[config.mk]
export PLATFORM = sky130hd
export DESIGN_NAME = seg_scan_driver
export DESIGN_NICKNAME = d
export VERILOG_FILES = /design/src/rtl/seg_scan_driver.sv
export SDC_FILE = /design/constraint.sdc
export NUM_CORES = 1
export LEC_CHECK = 0
export CORE_ASPECT_RATIO = 1.75
export CORE_MARGIN = 2
export CORE_UTILIZATION = 60
export CTS_BUF_LIST = sky130_fd_sc_hd__clkbuf_16
export DETAILED_ROUTE_END_ITERATION = 10
export PLACE_DENSITY = 0.95
export SYNTH_ARGS = -nofsm -noshare
export SYNTH_HDL_FRONTEND = slang
export SYNTH_SLANG_ARGS = --single-unit
[constraint.sdc]
create_clock -name mainClock -period 7.5 [get_ports mainClock]
set_input_delay 1.5 -clock mainClock [delete_from_list [all_inputs] [get_ports mainClock]]
set_output_delay 1.5 -clock mainClock [all_outputs]
set_load 0.02 [all_outputs]
[src/rtl/seg_scan_driver.sv]
// Four-digit multiplexed common-anode seven-segment driver with shadow-latched
// data, a free-running scan prescaler and a dark guard interval after each digit change.

module seg_scan_driver #(
    parameter int SCAN_BITS = 16,
    parameter int GUARD     = 4
) (
    input  logic        mainClock,
    input  logic        reset,
    input  logic        load,
    input  logic [15:0] value,
    input  logic [3:0]  blank,
    input  logic [3:0]  dp,
    output logic [3:0]  anode,
    output logic [7:0]  segment
);

    typedef enum logic {
        ST_GUARD = 1'b0,
        ST_SHOW  = 1'b1
    } state_t;

    localparam logic [SCAN_BITS-1:0] CNT_ZERO   = {SCAN_BITS{1'b0}};
    localparam logic [SCAN_BITS-1:0] CNT_ONE    = {{(SCAN_BITS-1){1'b0}}, 1'b1};
    localparam logic [SCAN_BITS-1:0] GUARD_LAST = SCAN_BITS'(GUARD - 1);

    // Active-low {g,f,e,d,c,b,a} pattern for one hex nibble.
    function automatic logic [6:0] font_f(input logic [3:0] nib);
        logic [6:0] pat;
        case (nib)
            4'h0:    pat = 7'h40;
            4'h1:    pat = 7'h79;
            4'h2:    pat = 7'h24;
            4'h3:    pat = 7'h30;
            4'h4:    pat = 7'h19;
            4'h5:    pat = 7'h12;
            4'h6:    pat = 7'h02;
            4'h7:    pat = 7'h78;
            4'h8:    pat = 7'h00;
            4'h9:    pat = 7'h10;
            4'hA:    pat = 7'h08;
            4'hB:    pat = 7'h03;
            4'hC:    pat = 7'h46;
            4'hD:    pat = 7'h21;
            4'hE:    pat = 7'h06;
            4'hF:    pat = 7'h0E;
            default: pat = 7'h7F;
        endcase
        return pat;
    endfunction

    function automatic logic [3:0] nibble_f(input logic [15:0] v, input logic [1:0] i);
        logic [3:0] n;
        case (i)
            2'd0:    n = v[3:0];
            2'd1:    n = v[7:4];
            2'd2:    n = v[11:8];
            2'd3:    n = v[15:12];
            default: n = 4'h0;
        endcase
        return n;
    endfunction

    logic [SCAN_BITS-1:0] prescaler_q, prescaler_d;
    logic [SCAN_BITS-1:0] guard_cnt_q, guard_cnt_d;
    logic [1:0]           idx_q, idx_d;
    state_t               state_q, state_d;
    logic [15:0]          shadow_value_q, shadow_value_d;
    logic [3:0]           shadow_blank_q, shadow_blank_d;
    logic [3:0]           shadow_dp_q, shadow_dp_d;
    logic [3:0]           anode_q, anode_d;
    logic [7:0]           segment_q, segment_d;
    logic                 tick_s;
    logic                 blank_sel_s;

    assign tick_s  = &prescaler_q;
    assign anode   = anode_q;
    assign segment = segment_q;

    // Prescaler advance and shadow capture.
    always_comb begin
        prescaler_d    = prescaler_q + CNT_ONE;
        shadow_value_d = shadow_value_q;
        shadow_blank_d = shadow_blank_q;
        shadow_dp_d    = shadow_dp_q;
        if (load) begin
            shadow_value_d = value;
            shadow_blank_d = blank;
            shadow_dp_d    = dp;
        end else begin
            shadow_value_d = shadow_value_q;
            shadow_blank_d = shadow_blank_q;
            shadow_dp_d    = shadow_dp_q;
        end
    end

    // Scan FSM: a tick always restarts the guard interval on the next digit.
    always_comb begin
        state_d     = state_q;
        idx_d       = idx_q;
        guard_cnt_d = guard_cnt_q;
        if (tick_s) begin
            idx_d       = idx_q + 2'd1;
            state_d     = ST_GUARD;
            guard_cnt_d = CNT_ZERO;
        end else begin
            case (state_q)
                ST_GUARD: begin
                    if (guard_cnt_q == GUARD_LAST) begin
                        state_d     = ST_SHOW;
                        guard_cnt_d = CNT_ZERO;
                    end else begin
                        guard_cnt_d = guard_cnt_q + CNT_ONE;
                    end
                end
                ST_SHOW: begin
                    state_d = ST_SHOW;
                end
                default: begin
                    state_d     = ST_GUARD;
                    guard_cnt_d = CNT_ZERO;
                end
            endcase
        end
    end

    // Pin drive from the post-edge digit; segments follow even while dark so they settle in guard.
    always_comb begin
        blank_sel_s = shadow_blank_q[idx_d];
        anode_d     = 4'b1111;
        segment_d   = 8'hFF;
        if ((state_d == ST_SHOW) && !blank_sel_s) begin
            anode_d = ~(4'b0001 << idx_d);
        end else begin
            anode_d = 4'b1111;
        end
        if (blank_sel_s) begin
            segment_d = 8'hFF;
        end else begin
            segment_d = {~shadow_dp_q[idx_d], font_f(nibble_f(shadow_value_q, idx_d))};
        end
    end

    // State register with synchronous reset.
    always_ff @(posedge mainClock) begin
        if (reset) begin
            prescaler_q    <= CNT_ZERO;
            guard_cnt_q    <= CNT_ZERO;
            idx_q          <= 2'd0;
            state_q        <= ST_GUARD;
            shadow_value_q <= 16'h0000;
            shadow_blank_q <= 4'b0000;
            shadow_dp_q    <= 4'b0000;
            anode_q        <= 4'b1111;
            segment_q      <= 8'hFF;
        end else begin
            prescaler_q    <= prescaler_d;
            guard_cnt_q    <= guard_cnt_d;
            idx_q          <= idx_d;
            state_q        <= state_d;
            shadow_value_q <= shadow_value_d;
            shadow_blank_q <= shadow_blank_d;
            shadow_dp_q    <= shadow_dp_d;
            anode_q        <= anode_d;
            segment_q      <= segment_d;
        end
    end

    seg_scan_driver_chk u_chk (
        .mainClock (mainClock),
        .reset     (reset),
        .anode     (anode),
        .segment   (segment)
    );

endmodule

// Output invariants: never two digits driven at once, and a clean state after reset.
module seg_scan_driver_chk (
    input logic       mainClock,
    input logic       reset,
    input logic [3:0] anode,
    input logic [7:0] segment
);

    a_one_anode: assert property (@(posedge mainClock) disable iff (reset)
        $onehot0(~anode));

    a_reset_dark: assert property (@(posedge mainClock) disable iff (reset)
        $past(reset) |-> ((anode == 4'b1111) && (segment == 8'hFF)));

endmodule

## Word-level counts from Yosys, hierarchy flattened

Memory sizes are Yosys's and may differ from the RTL's. A register that Yosys moved wholly into a read port is not among the register bits.
Cells that the tools add are included.

| operators by class | value |
|---|---|
| add/sub/neg operators | 3 |
| $lt $le $gt $ge | 1 |
| equal/unequal tests | 4 |
| shifts and indexed selects | 1 |
| multiplexer cells | 11 |
| bitwise logic cells | 4 |
| reduce and logical (&&, ||, !) cells | 7 |

Operators with widths:

| cell | number |
|---|---|
| $add A16 B1 Y16 const B | 2 |
| $eq A16 B2 Y1 const B | 1 |
| $mux W16 | 1 |
| $pmux W4 S4 | 1 |
| $reduce_and A16 Y1 | 1 |
| $reduce_or A2 Y1 | 3 |
| $bmux W1 S2 | 2 |
| $eq A2 B2 Y1 const B | 2 |
| $mux W1 | 4 |
| $mux W4 | 1 |
| $not A4 Y4 | 1 |
| $shl A1 B2 Y4 const A | 1 |
| $lt A2 B3 Y1 const B | 1 |
| $not A1 Y1 | 3 |
| $add A2 B1 Y2 const B | 1 |
| $eq A2 B1 Y1 const B | 1 |
| $logic_not A2 Y1 | 1 |
| $mux W2 | 1 |
| $pmux W1 S2 | 1 |
| $logic_and A1 B1 Y1 | 1 |
| $logic_not A1 Y1 | 1 |

| word-level totals | value |
|---|---|
| register bits | 71 |
| bits in read-only memories | 112 |
| bits of input ports | 27 |
| output and inout port bits | 12 |
| memories kept | 1 |

Memory list:

| memory | words | bits a word | read ports | clocked after memory_dff | wr ports | RTL line | text |
|---|---|---|---|---|---|---|---|
| (no name shown) | 16 | 7 | 1 | 1 | 0 | 30 | `case (nib)` |

## Logic depth before layout (Yosys ltp)

Gate-level depths: netlist of run 1.

| logic depth | value |
|---|---|
| depth after elaboration | 8 |
| mapped depth | 13 |
| gate-level depth less buffers | 12 |

## Worst setup path before layout of run 1

OpenSTA, ideal clock, no wires.

| timing path | value |
|---|---|
| kind | register -> register |
| start point | register prescaler_q[0] |
| end point | register segment_q[0], in the netlist segment[0] |
| setup time | 0.116 ns |
| arrival time | 2.836 ns |
| data required time | 7.384 ns |
| slack | 4.549 ns |
| stages on the path, launching flop included | 11 |
| path through | dfxtp_1 -> ha_1 -> and3_1 -> nand4_1 -> mux2i_2 -> o221ai_1 -> inv_1 -> ha_1 -> or3_2 -> mux2_2 -> a31o_1 |

| between the ends | value |
|---|---|
| cells in the longest elaborated chain, start to end | 5 |

Ends and longest elaborated chain:

| item | RTL line | text |
|---|---|---|
| start, declared | 64 | `logic [SCAN_BITS-1:0] prescaler_q, prescaler_d;` |
| start signal, assigned | 157 | `prescaler_q <= prescaler_d;` |
| $reduce_and A16 Y1 (*) | 76 | `assign tick_s = &prescaler_q;` |
| $mux W2 (*) | 102 | `if (tick_s) begin` |
| $eq A2 B2 Y1 (tied with other cells) | 54 | `case (i)` |
| $pmux W4 S4 or $mux W1 (tied branches) | 54, 129 |  |
| $mux W4 or $reduce_or A2 Y1 (tied branches) | -- |  |
| end, declared | 72 | `logic [7:0] segment_q, segment_d;` |

Mark *: on every way between the ends. The rest lies on a longest branch, timed or not. The select of a mux whose other input is x is not followed.
A chain may end at the register's enable or synchronous reset.

## Worst setup path after layout of run 1

Same ends and word-level chain as after synthesis.

==> results of run 1 <==
routing by layer:
metal  global-route usage  vias to the layer above
met3               0.0602                       16
met5                    0                        -
met1                0.260                     1348
met4                0.130                        0
met2                0.439                       84
li1                     -                     1376
through the flow:
step | setup WS, ns | power [mW]
after floorplan | 4.55 | 0.495
after global placement | 4.11 | 0.529
after detailed placement | 4.06 | 0.534
after CTS | 4.16 | 0.936
after global routing | 3.99 | 0.965
final | 4.16 | 0.932
cell type report:
cell class	instances	area [um^2]
flip-flops and latches	71	1420
well taps	76	95.1
clock buffers	9	225
fillers	399	1470
inverters	3	11.3
repair buffers	40	395
multi-input cells	275	1820
clock inverters	6	53.8
logic make-up (layout without fill, tap and decap cells):
family	after synthesis	count (layout)
flops	71	71
mux	44	44
simple gates	147	147
buf+inv	23	58
xor+xnor	16	16
fa+ha+maj	8	8
compound gates	60	60
where the power goes:
part           switching (mW)  internal (mW)  total, mW
sequential             0.0165          0.396      0.413
clock                   0.150          0.251      0.401
combinational          0.0630         0.0554      0.118
final timing paths:
| kind | startpoint | endpoint | slack (ns) | depth (start not counted) |
|---|---|---|---|---|
| min reg2reg | prescaler_q[0]$_SDFF_PP0_ | prescaler_q[0]$_SDFF_PP0_ | 0.45 | 1 |
| min | prescaler_q[0]$_SDFF_PP0_ | prescaler_q[0]$_SDFF_PP0_ | 0.45 | 1 |
| max | prescaler_q[0]$_SDFF_PP0_ | segment[0]$_SDFF_PP1_ | 4.16 | 10 |
| max reg2reg | prescaler_q[0]$_SDFF_PP0_ | segment[0]$_SDFF_PP1_ | 4.16 | 10 |
state kept, by name, summed over array words and instances, names as in the netlist:
signal and cells:
guard_cnt_q 16, prescaler_q 16, shadow_value_q 16, segment 8, anode 4, shadow_blank_q 4, shadow_dp_q 4, idx_q 2
state_q 1
cells in the mapped netlist (6+ instances only):
cell type  number
xnor2_1         8
ha_1            8
nor2_1         63
nand2_1        17
clkbuf_1       15
nand4_1         6
dfxtp_1        71
nand3_1        11
o21ai_0        13
mux2_2          6
xor2_1          8
mux2i_1        36
nor3_1          6
a21oi_1        21
worst register-to-register path, cell delays in order (launching register included):
cell,delay [ns]
dfxtp_1,0.34
ha_1,0.22
and3_1,0.22
nand4_1,0.25
mux2i_2,0.28
o221ai_1,0.55
inv_1,0.15
ha_1,0.24
or3_2,0.50
mux2_2,0.29
a31o_1,0.17
==> flow_summary_export.csv, run 1 <==
group,metric,value,unit
status,status,"finished clean",
layout,n_antenna_cell,0,
worst_setup_path,crit_buf_inv,1,
synth,ys_seq_area_frac,0.424,
sta,period_needed,3.34,ns
sta,worst_pin_slew,1.00,ns
sta,final-hold-violation-count,0,
synth,synth_top_area_frac,0.424,
min_path,hold_class,"reg2reg",
clock_tree,cts_buffer_depth,2,
global_routing,grt_pass1_vias,2716,
synth,netlist_area,3360,um^2
synth,synth-seq-cells,71,
worst_setup_path,path_common_cell,"ha_1",
worst_setup_path,worstPathRequired,7.72,ns
synth,synth_top_family_by_area,"simple AND/OR/NAND/NOR gates",
synth,synth_simple_gate_area_frac,0.221,
worst_setup_path,slowest_stage,"o221ai_1",
worst_setup_path,critPathTopFamily,"simple AND/OR/NAND/NOR gates",
detailed_routing,dr_wl_met3,235,um
placement,hpwl,4.81,mm
detailed_routing,wire_per_inst,14.9,um
detailed_routing,drt-met1-wl,2.88,mm
layout,synthToLayoutAreaGrowth,19.9,%
layout,layout_commonest_cell,"dfxtp_1",
pwr,p_per_area,232,nW/um^2
global_routing,grt.total_usage,0.247,
worst_setup_path,path_cells,"ha_1, and3_1, nand4_1, mux2i_2, o221ai_1, inv_1, ha_1, or3_2, mux2_2, a31o_1",
worst_setup_path,max_stage_delay,0.55,ns
detailed_routing,met2_length,3.83,mm
sta,max-slew-margin-rel,0.322,
global_routing,grt_max_degree,46,
floorplan,start_util,0.611,
detailed_routing,firstDrtPassIters,5,
synth,postSynth.asyncResetShare,0,
sta,clock.fmax,300,MHz
clock_tree,post_cts_resized,0,
floorplan,dieArea,6230,um^2
detailed_routing,drcViolationCount,0,
sta,fin_hold_ws,0.447,ns
clock_tree,postCtsHoldBufs,0,
layout,finish.utilization,0.732,
layout,drive_above_1_share,0.0866,
sta,finClkSkew,0.00726,ns
flow_run,maxCapViolCount,0,
layout,stdcell_area,4020,um^2
worst_setup_path,worstSetupPathType,"reg2reg",
pwr,leakagePower,1.58,nW
worst_setup_path,arrival,3.56,ns
global_routing,antenna_found_initial,0,
clock_tree,post_cts_buffers,0,
synth,synth_area_per_cell,9.09,um^2
sta,report.final.setup_viol,0,
synth,synth-adder-area-share,0.0298,
placement,dp.cells,465,
global_routing,grt_overflow_total,0,
clock_tree,clk_latency,0.33,ns
worst_setup_path,crit_path_start_kind,"flip-flop",
worst_setup_path,cp_max_fo,8,
detailed_routing,vias_per_cell,5.88,
sta,fin_setup_tns,0,ns
floorplan,coreArea,5500,um^2
detailed_routing,drtIter0Drc,193,
detailed_routing,wirelength,7.13,mm
synth,synth_top_cell_by_area,"dfxtp_1",
floorplan,die_w,60.5,um
clock_tree,cts_tree,"built",
placement,post_dp_cell_area,3740,um^2
sta,maxSlewViolCount,0,
synth,synth-compound-area-share,0.114,
synth,synth_ff_type,"dfxtp_1",
layout,final_cells,480,
clock_tree,numCtsBuffers,9,
synth,synthXorXnorAreaFrac,0.0418,
synth,synth_edf_count,0,
layout,layout_common_cells,"dfxtp_1 (71), nor2_1 (63), clkdlybuf4s50_1 (38)",
placement,port_buffers,38,
detailed_routing,vias,2824,
synth,muxShareOfSynthArea,0.136,
synth,ys_warn_count,0,
synth,synth_fp_nets,404,
detailed_routing,top_layer,"met4",
pwr,ir_drop,0.205,mV
floorplan,ios,39,
synth,synth.area.top_cells,"dfxtp_1 (42%), mux2i_1 (11%), nor2_1 (7.0%), a21oi_1 (3.1%), ha_1 (3.0%)",
placement,place_congestion,0.832,
detailed_routing,drtAntennaViolNets,0,
sta,fin_crit_sh,0.445,
clock_tree,clkSinkCount,71,
synth,synth.distinct_cells,53,
synth,synth_cells,369,
clock_tree,clk_pin_slew,0.06,ns
clock_tree,root_buffer,"clkbuf_16",
worst_setup_path,crit_path_end_kind,"flip-flop",
layout,layout.nets,435,
clock_tree,htreeDepth,3,
floorplan,die_h,103,um
sta,rsz0062_at_grt,"no",
floorplan,fp-row-count,36,
global_routing,grt_pass1_wl,11.6,mm
(Power assumes the default switching activity.)
==> inputs of run 2 (changes only) <==
- CORE_UTILIZATION: 60 -> 50
- PLACE_DENSITY: 0.95 -> 0.86
- clock period: 7.5 -> 2.7 ns (I/O delays scaled with it)
==> flow_summary_export.csv, run 2 (synthesis results as in run 1) <==
group,metric,value,unit
placement,hpwl,5.21,mm
layout,synthToLayoutAreaGrowth,26.0,%
worst_setup_path,crit_path_start_kind,"flip-flop",
clock_tree,clk_pin_slew,0.06,ns
worst_setup_path,cp_max_fo,5,
layout,drive_above_1_share,0.147,
worst_setup_path,max_stage_delay,0.39,ns
clock_tree,cts_tree,"built",
sta,fin_setup_tns,0,ns
worst_setup_path,critPathTopFamily,"simple AND/OR/NAND/NOR gates",
sta,worst_pin_slew,0.647,ns
detailed_routing,vias_per_cell,5.76,
layout,reg.largest.list,"guard_cnt_q x16, prescaler_q x16, shadow_value_q x16",
global_routing,use_met1,0.219,
detailed_routing,drtIter0Drc,211,
floorplan,start_util,0.517,
sta,clock.fmax,385,MHz
global_routing,grt_pass1_wl,12.6,mm
clock_tree,postCtsHoldBufs,0,
layout,num-fill-cells,496,
detailed_routing,wire_per_inst,15.6,um
sta,max-slew-margin-rel,0.563,
pwr,leakagePower,1.66,nW
global_routing,grt_pass1_vias,2940,
sta,final-hold-violation-count,0,
detailed_routing,firstDrtPassIters,4,
global_routing,grt-busiest-layer,"met2",
worst_setup_path,arrival,2.81,ns
worst_setup_path,crit_buf_inv,0,
detailed_routing,wirelength,7.85,mm
clock_tree,htreeDepth,3,
placement,port_buffers,38,
layout,layout.nets,451,
layout,layout_commonest_cell,"dfxtp_1",
worst_setup_path,path_cells,"ha_4, and3_4, and4_4, mux2_4, nor2_2, nor2_2, ha_2, or3_4, mux2_4, a31o_1",
layout,layout_common_cells,"dfxtp_1 (69), nor2_1 (61), clkdlybuf4s50_1 (38)",
worst_setup_path,rr_startpoint,"prescaler_q[0]$_SDFF_PP0_",
pwr,ir_drop,0.428,mV
worst_setup_path,worstSetupPathType,"reg2reg",
clock_tree,clkSinkCount,71,
global_routing,gr-usage-met3,0.0571,
global_routing,use_met2,0.401,
floorplan,fp-row-count,39,
min_path,hold_class,"reg2reg",
floorplan,ios,39,
clock_tree,root_buffer,"clkbuf_16",
sta,report.final.setup_viol,0,
sta,rsz0062_at_grt,"no",
worst_setup_path,ff2ff_path_depth,10,
layout,n_antenna_cell,0,
layout,final_cells,503,
worst_setup_path,slowest_stage,"or3_4",
placement,place_congestion,0.831,
global_routing,grt_overflow_total,0,
layout,finish.utilization,0.651,
worst_setup_path,crit_path_end_kind,"flip-flop",
detailed_routing,drtAntennaViolNets,0,
detailed_routing,drcViolationCount,0,
sta,fin_crit_sh,0.962,
min_path,whs_path_depth,1,
floorplan,coreArea,6490,um^2
status,status,"finished clean",
global_routing,grt.total_usage,0.220,
min_path,hold_path_end,"prescaler_q[0]$_SDFF_PP0_",
floorplan,die_h,112,um
global_routing,antenna_found_initial,0,
floorplan,die_w,65.9,um
global_routing,grt_max_degree,35,
placement,dp.cells,484,
pwr,p_per_area,631,nW/um^2
clock_tree,numCtsBuffers,9,
min_path,min-delay-start,"prescaler_q[0]$_SDFF_PP0_",
worst_setup_path,regToRegSetupSlack,0.10,ns
sta,maxSlewViolCount,0,
clock_tree,clk_latency,0.33,ns
clock_tree,cts_buffer_depth,2,
flow_run,maxCapViolCount,0,
floorplan,dieArea,7410,um^2
sta,finClkSkew,0.00988,ns
detailed_routing,vias,2895,
sta,period_needed,2.60,ns
worst_setup_path,rr_endpoint,"segment[0]$_SDFF_PP1_",
worst_setup_path,worstPathRequired,2.92,ns
[run 2: metrics by stage]
stage / instance area, um^2 / power [mW] / worst slack [ns] / hold slack [ns]
global route: 4230 / 2.78 / 0.0182 / 0.475
CTS: 4190 / 2.67 / 0.00297 / 0.422
floorplan: 3380 / 1.38 / 0.0360 / 0.395
detailed placement: 3880 / 1.50 / 0.0135 / 0.413
finish: 4230 / 2.67 / 0.103 / 0.469
global placement: 3880 / 1.49 / 0.117 / 0.401
[run 2: area by class of cell]
type | count | area, um^2 | area share
multi-input cells | 275 | 1880 | 0.444
flip-flops and latches | 71 | 1420 | 0.337
repair buffers | 56 | 515 | 0.122
clock buffers | 9 | 225 | 0.0533
well taps | 82 | 103 | 0.0243
clock inverters | 7 | 72.6 | 0.0172
inverters | 3 | 11.3 | 0.00266
[run 2: worst max-delay path by stage]
| stage | to | cells past startpoint | start |
|---|---|---|---|
| floorplan | segment[0]$_SDFF_PP1_ | 10 | prescaler_q[1]$_SDFF_PP0_ |
| global placement | segment[0]$_SDFF_PP1_ | 10 | prescaler_q[1]$_SDFF_PP0_ |
| detailed placement | segment[0]$_SDFF_PP1_ | 10 | prescaler_q[1]$_SDFF_PP0_ |
| CTS | segment[0]$_SDFF_PP1_ | 10 | prescaler_q[1]$_SDFF_PP0_ |
| global route | segment[0]$_SDFF_PP1_ | 10 | prescaler_q[0]$_SDFF_PP0_ |
| finish | segment[0]$_SDFF_PP1_ | 10 | prescaler_q[0]$_SDFF_PP0_ |
[run 2: power breakdown]
part           switching, mW  leakage, nW  internal (mW)  total, mW
sequential            0.0456        0.581           1.10       1.15
combinational          0.177        0.936          0.168      0.345
clock                  0.462        0.143          0.716       1.18
[run 2: repair_timing]
item / in CTS / in global routing
setup buffers: 1 / 2
gates resized for setup: 2 / 4
endpoints found under the setup margin: 2 / 3
pin swaps: 0 / 4
[run 2: layer usage]
layer  vias up  share of wire  wire length [um]
met3        20          0.042               327
met4         0          0.027               210
met5         -              0                 0
li1       1415              -                 -
met1      1376           0.37              2900
met2        84           0.56              4410
==> inputs of run 3 (changes only) <==
- CAP_MARGIN: not set -> 15
==> results of run 3 <==
No change in the layout: final DEF, timing and power equal those of run 2.
==> edit (settings of run 3) <==
Take the reset off `shadow_value_q` and load it in a clocked block of its own.
--- a/src/rtl/seg_scan_driver.sv
+++ b/src/rtl/seg_scan_driver.sv
@@ -148,7 +148,6 @@
             guard_cnt_q    <= CNT_ZERO;
             idx_q          <= 2'd0;
             state_q        <= ST_GUARD;
-            shadow_value_q <= 16'h0000;
             shadow_blank_q <= 4'b0000;
             shadow_dp_q    <= 4'b0000;
             anode_q        <= 4'b1111;
@@ -158,12 +157,15 @@
             guard_cnt_q    <= guard_cnt_d;
             idx_q          <= idx_d;
             state_q        <= state_d;
-            shadow_value_q <= shadow_value_d;
             shadow_blank_q <= shadow_blank_d;
             shadow_dp_q    <= shadow_dp_d;
             anode_q        <= anode_d;
             segment_q      <= segment_d;
         end
+    end
+
+    always_ff @(posedge mainClock) begin
+        shadow_value_q <= shadow_value_d;
     end
 
     seg_scan_driver_chk u_chk (
Function: changed (Yosys sat finds a counterexample within 4 cycles, from zero or initial values and one cycle with reset high).
==> edit against run 3 <==
Synthesized area fell by 3.5%; critical path depth rose by 2; count of clock-buffer cells in the layout grew 1; cell area fell by 4.4%; clock skew shrank 1.0 ps; wire length down 11%; via count shrank 7.3%; power shrank 2.6%; critical endpoint unchanged; sequential cell count stayed put; worst setup slack gained 44 ps; combinational power fell by 3%.
==> edit: results <==
[global_routing]
grt_pass1_wl_mm = 11.6
grtUsageTotal = 0.209
grt_pass1_vias = 2627
grt_max_degree = 25
antenna_found_initial = 0

[timing]
fin_crit_sh = 0.946
fin_skew_ps = 8.88
slew_headroom = 0.576
hold_slack_ps = 457

[cts]
cts-root-buf = "clkbuf_16"
post_cts_buffers = 0
insertion_delay_ps = 340
numCtsBuffers = 9
cts_buffer_depth = 2
htree_levels = 3
clk_pin_slew_ps = 50

[synth]
syn-num-nets = 373
ys_seq_area_frac = 0.488
ys_top_cells_by_area = "dfxtp_1 (34%), edfxtp_1 (15%), nor2_1 (5.1%)"
synthTopCellsByCount = "dfxtp_1 (55), nor2_1 (44), nand2_1 (21), a21oi_1 (19)"
yosysUniqueCellTypes = 53
async_reset_ff_frac = 0
synth-edff-count = 16
ys_warn_count = 0
synthCells = 338

[setup_path]
path_max_fanout = 9
cpPeakStageDelay_ps = 400
rrSetupSlack_ps = 150
path_delay_family = "simple AND/OR/NAND/NOR gates"
cp_slowest_cell = "or3_1"
critPathArrivalTime_ps = 2780
reg2reg_depth = 12

[final_layout]
drive_gt1_frac = 0.0987
diodes = 0
layout.nets = 415
fill_cells = 496

[worst_hold_path]
hp-class = "register to register"
min_path_cells = 1

[power_and_ir_drop]
vdd_ir_drop_max_uv = 501
p_leak_nw = 1.49

[routing]
dr.pass1.iters = 4
wl_mm = 6.95
dr.first_iter.drc_count = 179
routedWlPerCell_um = 14.9
vias = 2683

[place]
dp.cells = 449
port_buffers = 38
dp_hpwl_mm = 4.70
gp_congestion = 0.828

[status]
status = "finished clean"
-- edit: changes by cell type after synthesis, moves of 3 or more --
cell	run 3	this run
o31ai_1	0	3
nand2b_1	5	1
nand2_1	17	21
edfxtp_1	0	16
inv_1	3	7
dfxtp_1	71	55
nand3b_1	5	8
o21ai_0	13	16
nor2_1	63	44
mux2i_1	36	15
mux2_2	6	2
-- edit: timing repair --
item                                    4_1_cts  5_1_grt
endpoints found under the setup margin        0       11
hold buffers                                  0        0
gates resized for setup                       0        7
endpoints found under the hold margin         0        0
-- edit: final cells by class --
type                       count  area, um^2  share of cell area
clock inverter                 6        27.5             0.00681
clock buffer                  10         250              0.0619
timing repair buffer          49         463               0.115
tap                           80         100              0.0248
multi-input combinational    242        1590               0.394
inverter                       7        26.3             0.00650
sequential                    71        1580               0.391
-- edit: cells by family after synthesis --
kind of cell             count (synthesis)  share of synthesized area
adder cells (fa/ha/maj)                  8                     0.0309
AO/OA/AOI/OAI                           69                      0.139
buffers and inverters                   25                     0.0317
multiplexers                            18                     0.0579
AND/OR/NAND/NOR                        131                      0.209
flip-flops                              71                      0.488
XOR/XNOR                                16                     0.0433
-- edit: final timing paths --
check                               startpoint              to
worst max register to register  prescaler_q[0]      segment[0]
worst max-delay path            prescaler_q[0]      segment[0]
worst min-delay path            prescaler_q[0]  prescaler_q[0]
worst min register to register  prescaler_q[0]  prescaler_q[0]
-- edit: worst reg2reg max path: cells and delay by family, from the launching register on --
kind            cells  cell delay (ps)
buf+inv             1              160
compound gates      3              330
fa+ha+maj           2              460
simple gates        6             1150
flops               1              350
-- edit: report_power, final --
group	leakage (nW)	total, W	switching, W	internal, W
logic	0.743	0.000333	0.000173	0.000160
registers	0.605	0.00119	0.0000421	0.00115
clock network	0.145	0.00108	0.000417	0.000661
-- edit: layer usage --
| layer | part of all wire | GRT usage | vias to the layer above |
|---|---|---|---|
| met4 | 0.027 | 0.108 | 0 |
| met3 | 0.048 | 0.0601 | 17 |
| met5 | 0 | 0 | - |
| li1 | - | - | 1317 |
| met1 | 0.38 | 0.215 | 1266 |
| met2 | 0.54 | 0.370 | 83 |
-- edit: through the flow --
stage | instance area (um^2) | setup WS, ps
floorplan | 3240 | 159
detailed placement | 3730 | 190
finish | 4040 | 147
CTS | 4000 | 125
global route | 4040 | 11.3
global placement | 3730 | 284
